$ cat config.mk
export PLATFORM = sky130hd
export DESIGN_NAME = palette_host_writer
export DESIGN_NICKNAME = d
export VERILOG_FILES = /design/src/rtl/palette_host_writer.sv
export SDC_FILE = /design/constraint.sdc
export NUM_CORES = 1
export LEC_CHECK = 0
export ABC_AREA = 1
export BUFFER_PORTS_ARGS = -buffer_cell sky130_fd_sc_hd__buf_4
export CAP_MARGIN = 20
export CORE_ASPECT_RATIO = 0.9
export CORE_MARGIN = 8
export CORE_UTILIZATION = 40
export CTS_CLUSTER_DIAMETER = 60
export DETAILED_ROUTE_END_ITERATION = 10
export PLACE_DENSITY = 0.67
export SLEW_MARGIN = 20
export SYNTH_ARGS = -nofsm -noshare
export SYNTH_HDL_FRONTEND = slang
export SYNTH_SLANG_ARGS = --single-unit
export TNS_END_PERCENT = 1
$ cat constraint.sdc
create_clock -name clk -period 1.8 [get_ports clk]
set_input_delay 0 -clock clk [delete_from_list [all_inputs] [get_ports clk]]
set_output_delay 0 -clock clk [all_outputs]
set_load 0.02 [all_outputs]
$ cat src/rtl/palette_host_writer.sv
// Palette host writer: turns single-entry write/read and whole-palette fill
// commands into byte-wide accesses on the host memory port. Each 16-bit
// palette entry occupies two consecutive host bytes, low byte first.
module palette_host_writer #(
    parameter logic [19:0] TXT_PALETTE_ADDR = 20'h04000,
    parameter logic [19:0] GFX_PALETTE_ADDR = 20'h04200,
    parameter int          READ_LATENCY     = 2
) (
    input  logic        clk,
    input  logic        reset_n,
    input  logic        cmd_valid,
    output logic        cmd_ready,
    input  logic [1:0]  cmd_op,
    input  logic        cmd_sel,
    input  logic [7:0]  cmd_index,
    input  logic [15:0] cmd_color,
    output logic        rsp_valid,
    output logic [15:0] rsp_color,
    output logic        busy,
    output logic        host_wrena,
    output logic [19:0] host_addr_out,
    output logic [7:0]  host_data_out,
    input  logic [7:0]  host_data_in
);

    typedef enum logic [2:0] {
        IDLE,
        WR_LO,
        WR_HI,
        RD_LO,
        RD_HI,
        RD_WAIT,
        RESP
    } state_t;

    localparam logic [1:0] OP_WRITE = 2'd0;
    localparam logic [1:0] OP_READ  = 2'd1;
    localparam logic [1:0] OP_FILL  = 2'd2;

    // Remaining RD_WAIT clocks after RD_HI; the high byte lands when it hits 0.
    localparam logic [1:0] WAIT_INIT = 2'(READ_LATENCY - 1);

    state_t      state_reg;
    logic        sel_reg;
    logic        fill_reg;
    logic [7:0]  index_reg;
    logic [15:0] color_reg;
    logic [7:0]  lo_reg;
    logic [1:0]  wait_cnt_reg;

    logic [19:0] cmd_base;
    logic [19:0] cur_base;
    logic [7:0]  index_next;

    // Byte address of one half of an entry; full 20-bit sum so index 255
    // high byte lands on base + 0x1FF and never aliases elsewhere.
    function automatic logic [19:0] entry_addr(input logic [19:0] base,
                                               input logic [7:0]  idx,
                                               input logic        hi);
        return base + {11'd0, idx, hi};
    endfunction

    // Palette base for the incoming command and for the latched command.
    always_comb begin
        cmd_base   = cmd_sel ? GFX_PALETTE_ADDR : TXT_PALETTE_ADDR;
        cur_base   = sel_reg ? GFX_PALETTE_ADDR : TXT_PALETTE_ADDR;
        index_next = index_reg + 8'd1;
    end

    // Command FSM with all host-side and response outputs registered.
    always_ff @(posedge clk) begin
        if (!reset_n) begin
            state_reg     <= IDLE;
            sel_reg       <= 1'b0;
            fill_reg      <= 1'b0;
            index_reg     <= 8'd0;
            color_reg     <= 16'd0;
            lo_reg        <= 8'd0;
            wait_cnt_reg  <= 2'd0;
            cmd_ready     <= 1'b0;
            rsp_valid     <= 1'b0;
            rsp_color     <= 16'd0;
            busy          <= 1'b0;
            host_wrena    <= 1'b0;
            host_addr_out <= 20'd0;
            host_data_out <= 8'd0;
        end else begin
            case (state_reg)
                IDLE: begin
                    cmd_ready     <= 1'b1;
                    busy          <= 1'b0;
                    rsp_valid     <= 1'b0;
                    host_wrena    <= 1'b0;
                    host_data_out <= 8'd0;
                    if (cmd_valid && cmd_ready) begin
                        sel_reg   <= cmd_sel;
                        color_reg <= cmd_color;
                        case (cmd_op)
                            OP_WRITE: begin
                                state_reg     <= WR_LO;
                                cmd_ready     <= 1'b0;
                                busy          <= 1'b1;
                                fill_reg      <= 1'b0;
                                index_reg     <= cmd_index;
                                host_wrena    <= 1'b1;
                                host_addr_out <= entry_addr(cmd_base, cmd_index, 1'b0);
                                host_data_out <= cmd_color[7:0];
                            end
                            OP_READ: begin
                                state_reg     <= RD_LO;
                                cmd_ready     <= 1'b0;
                                busy          <= 1'b1;
                                fill_reg      <= 1'b0;
                                index_reg     <= cmd_index;
                                host_addr_out <= entry_addr(cmd_base, cmd_index, 1'b0);
                            end
                            OP_FILL: begin
                                // Fill always sweeps the whole palette from entry 0.
                                state_reg     <= WR_LO;
                                cmd_ready     <= 1'b0;
                                busy          <= 1'b1;
                                fill_reg      <= 1'b1;
                                index_reg     <= 8'd0;
                                host_wrena    <= 1'b1;
                                host_addr_out <= entry_addr(cmd_base, 8'd0, 1'b0);
                                host_data_out <= cmd_color[7:0];
                            end
                            default: begin
                                // Reserved opcode: swallowed in the accepting clock.
                            end
                        endcase
                    end
                end

                WR_LO: begin
                    state_reg     <= WR_HI;
                    host_wrena    <= 1'b1;
                    host_addr_out <= entry_addr(cur_base, index_reg, 1'b1);
                    host_data_out <= color_reg[15:8];
                end

                WR_HI: begin
                    if (fill_reg && (index_reg != 8'hFF)) begin
                        // Next fill entry follows with no idle clock.
                        state_reg     <= WR_LO;
                        index_reg     <= index_next;
                        host_wrena    <= 1'b1;
                        host_addr_out <= entry_addr(cur_base, index_next, 1'b0);
                        host_data_out <= color_reg[7:0];
                    end else begin
                        // Single write done, or fill counter wraps 255->0.
                        state_reg     <= IDLE;
                        index_reg     <= index_next;
                        fill_reg      <= 1'b0;
                        cmd_ready     <= 1'b1;
                        busy          <= 1'b0;
                        host_wrena    <= 1'b0;
                        host_data_out <= 8'd0;
                    end
                end

                RD_LO: begin
                    state_reg     <= RD_HI;
                    host_addr_out <= entry_addr(cur_base, index_reg, 1'b1);
                end

                RD_HI: begin
                    // With a one-clock host latency the low byte is already back.
                    if (READ_LATENCY == 1) begin
                        lo_reg <= host_data_in;
                    end
                    wait_cnt_reg <= WAIT_INIT;
                    state_reg    <= RD_WAIT;
                end

                RD_WAIT: begin
                    if (wait_cnt_reg == 2'd1) begin
                        lo_reg <= host_data_in;
                    end
                    if (wait_cnt_reg == 2'd0) begin
                        rsp_color <= {host_data_in, lo_reg};
                        rsp_valid <= 1'b1;
                        state_reg <= RESP;
                    end else begin
                        wait_cnt_reg <= wait_cnt_reg - 2'd1;
                    end
                end

                RESP: begin
                    rsp_valid <= 1'b0;
                    state_reg <= IDLE;
                    cmd_ready <= 1'b1;
                    busy      <= 1'b0;
                end

                default: begin
                    state_reg  <= IDLE;
                    cmd_ready  <= 1'b1;
                    busy       <= 1'b0;
                    host_wrena <= 1'b0;
                end
            endcase
        end
    end

endmodule

==> flow_results.org <==
** Run status
- The flow ran to the end, and the final reports show no timing, DRC or antenna violations.

** Floorplan
- The floorplan step defined a core boundary enclosing 0.00908 mm2.
- Measured along the x axis, the die boundary spans 118 um.
- The die is 108 um tall.
- 86 I/O pins were placed.
- In this run the core area contains 33 standard-cell rows.
- Initial cell density of the core :: 41.0%
- Die area :: 0.0127 mm2

** Global routing
- For this run the aggregate overflow at the end of global routing stands at 0.
- Global-route total usage across every layer :: 16.7%
- The number of global-route vias before repair came to 3617.
- The number of antenna violations at the first check in global routing was 1.
- The first global-routing pass estimated 17800 um of wire.
- Entering global routing, the biggest net connects 53 pins.

** Worst setup path
- Termination of the worst setup path :: host_data_out[4]$_SDFFE_PN0P_
- Capturing element type of the critical path :: register
- Measured in cells, the most critical reg-to-reg path has a length of 8.
- Data arrives at the worst endpoint at 1.94 ns.
- The worst register-to-register path ends at host_data_out[4]$_SDFFE_PN0P_.
- The worst register-to-register path begins at state_reg[2]$_SDFFE_PN0P_.
- The critical path is of the register to register type.
- Critical Path Source Type :: register
- First element of the critical path :: state_reg[2]$_SDFFE_PN0P_
- Reg-to-reg setup timing slack :: 0.14 ns
- CP Data Required Time :: 2.08 ns
- In this run the worst path has a maximum fanout of 9.

** Timing
- Setup total negative slack on the finished layout was measured at 0 ns.
- Max Slew Vio Count :: 0
- Relative max-transition margin :: 66.1%
- Worst setup skew after layout :: 0.00936 ns
- The worst path uses 92.2% of the clock period.
- Setup repair after global routing left no endpoint under its margin.
- Transition time at the pin with the least slew margin :: 0.508 ns
- Count of final hold-check violations :: 0
- Setup violations remaining at the end of the flow were counted as 0.
- Derived from the worst setup path, the maximum achievable clock frequency is 603 MHz.
- Counting I/O delays and the setup requirement, the final critical path takes 1.66 ns.

** Finish
- In the layout the commonest cells are nand2_1 (133), nor2_1 (105), buf_4 (94).
- Footprint of the flip-flops and latches :: 0.00156 mm2
- Final cell count without fillers :: 787
- Relative to the synthesized area, the layout overhead comes to 31.9%.
- Of the cells placed in the final design, the portion with a size suffix greater than 1 is 20.6%.
- Post-layout nets :: 700
- After filler insertion, the fill cell instance count of the layout stands at 902.
- Leaving out fill and tap cells, the most frequent cell in the layout is nand2_1.
- Post-layout instance area :: 0.00491 mm2
- Footprint of the multi-input gates :: 0.00185 mm2

** Detailed routing
- Routed vias :: 3803
- Remaining routing DRC violations :: 0
- The first detailed-routing pass ran for 5 iterations.
- Routed vias/inst :: 4.83
- The first routing iteration left 275 violations.
- Once detail routing completed, the nets flagged for antenna violations numbered 0.
- Average wire length per cell after detail routing :: 13.5 um
- Final Routed Wirelength :: 10600 um

** Yosys
- Part of the Yosys area used for sequential elements :: 41.9%
- The synthesized design contains 78 register bits.
- Syn Std Cell Area :: 0.00373 mm2
- Counting distinct cell types in the post-synthesis netlist gives 28.
- Synthesis handed over a netlist of 548 instances.
- Synthesized area per cell :: 6.80 um2
- Warning count from the yosys run :: 0

** Placement
- Detailed-placement wirelength estimate :: 7430 um
- Count of input and output buffers :: 76
- Cell count after placement :: 741
- Last weighted congestion value of the routability-driven placer :: 0.858
- Standard cell area after detailed placement :: 0.00442 mm2

** Power and ir drop
- The design draws 4.88 mW.
- Cell Pwr Density :: 993 mW/mm2
- Lkg Pwr :: 2.38 nW
- Max IR drop VDD :: 0.362 mV

** Clock tree
- Number of buffers created by CTS :: 9
- Clock latency at the later pin of the worst-skew pair :: 0.35 ns
- Clock slew at reported path FFs :: 0.08 ns
- The tree built by TritonCTS fans out to 78 sinks.
- The clock passes through at most 2 buffers.
- Clock tree root driver cell :: clkbuf_8
- The H-tree generated during clock tree synthesis spans 3 levels.
- TritonCTS built the clock tree.

** Min path
- Class of the worst hold path :: primary input to register
- In this run the most critical hold path is launched from cmd_op[0].

** Run
- Max-cap viol count :: 0
routing by layer:
metal  up-vias  track usage, %  routed length (um)
met4         0            5.84                 152
met1      1705            20.9                4720
met5         -               0                   0
met2       121            26.1                4910
li1       1958               -                   -
met3        19            6.14                 835
critical path: stages, from the launching register on:
cell     delay, ns
dfxtp_1       0.49
inv_2         0.16
nand3_1       0.32
nand2_2       0.21
nand2_1       0.13
inv_1         0.05
nand2_1       0.06
nand2_1       0.06
a21oi_1       0.11
final cells by class:
| cell class | instances | share of cell area [%] |
|---|---|---|
| antenna | 1 | 0.0509 |
| clock buffer | 10 | 2.80 |
| clock inverter | 6 | 1.40 |
| inverter | 45 | 3.49 |
| multi-input combinational | 405 | 37.7 |
| sequential | 78 | 31.8 |
| tap | 122 | 3.11 |
| timing repair buffer | 120 | 19.7 |
cells in the mapped netlist:
cell type,n,area (um2)
a21oi_1,35,175
a21oi_4,1,16.3
a31oi_1,2,12.5
buf_2,2,10.0
buf_4,14,105
buf_6,2,22.5
clkbuf_1,10,37.5
clkinv_1,2,7.51
conb_1,1,3.75
dfxtp_1,78,1560
ha_1,3,37.5
inv_1,34,128
inv_2,8,30.0
inv_4,1,6.26
nand2_1,133,499
nand2_2,10,62.6
nand3_1,35,175
nand4_1,9,56.3
nor2_1,105,394
nor2_2,2,12.5
nor2_4,3,33.8
nor2_8,2,40.0
nor4_1,1,6.26
o211a_1,2,20.0
o211ai_1,1,7.51
o21ai_0,47,235
o21ai_1,3,15.0
o21bai_1,2,15.0
where the power goes:
group	total, mW	leakage [nW]	internal (mW)	switching, mW
clock network	1.35	0.103	0.686	0.669
logic	1.46	1.64	0.562	0.900
registers	2.06	0.636	1.93	0.135
logic make-up after synthesis:
logic type	synth area share (%)
adder cells (fa/ha/maj)	1.01
AO/OA/AOI/OAI	13.3
other	0.101
buffers and inverters	9.30
flip-flops	41.9
AND/OR/NAND/NOR	34.4
repair_timing:
item	CTS	global route
endpoints found under the setup margin	0	4
buffers inserted	0	3
endpoints found under the hold margin	34	0
hold buffers	26	0
gates resized for setup	0	1
worst min path at each step:
stage	to	depth (start not counted)
after global routing	state_reg[1]$_SDFFE_PN0P_	3
after floorplan	color_reg[0]$_SDFFE_PN0P_	2
after detailed placement	color_reg[9]$_SDFFE_PN0P_	3
after CTS	state_reg[1]$_SDFFE_PN0P_	3
after global placement	color_reg[9]$_SDFFE_PN0P_	3
final	state_reg[1]$_SDFFE_PN0P_	3
per-stage QoR:
stage	hold WS, ns	utilization (%)	worst slack, ns
2_1_floorplan	0.135	-	0.335
3_3_place_gp	0.225	48.6	0.203
3_5_place_dp	0.235	48.6	0.157
4_1_cts	0.0141	53.8	0.139
5_1_grt	0.0395	54.1	0.0357
6_report	0.0335	54.1	0.140
Note: power is estimated with default switching activity, not from simulation.
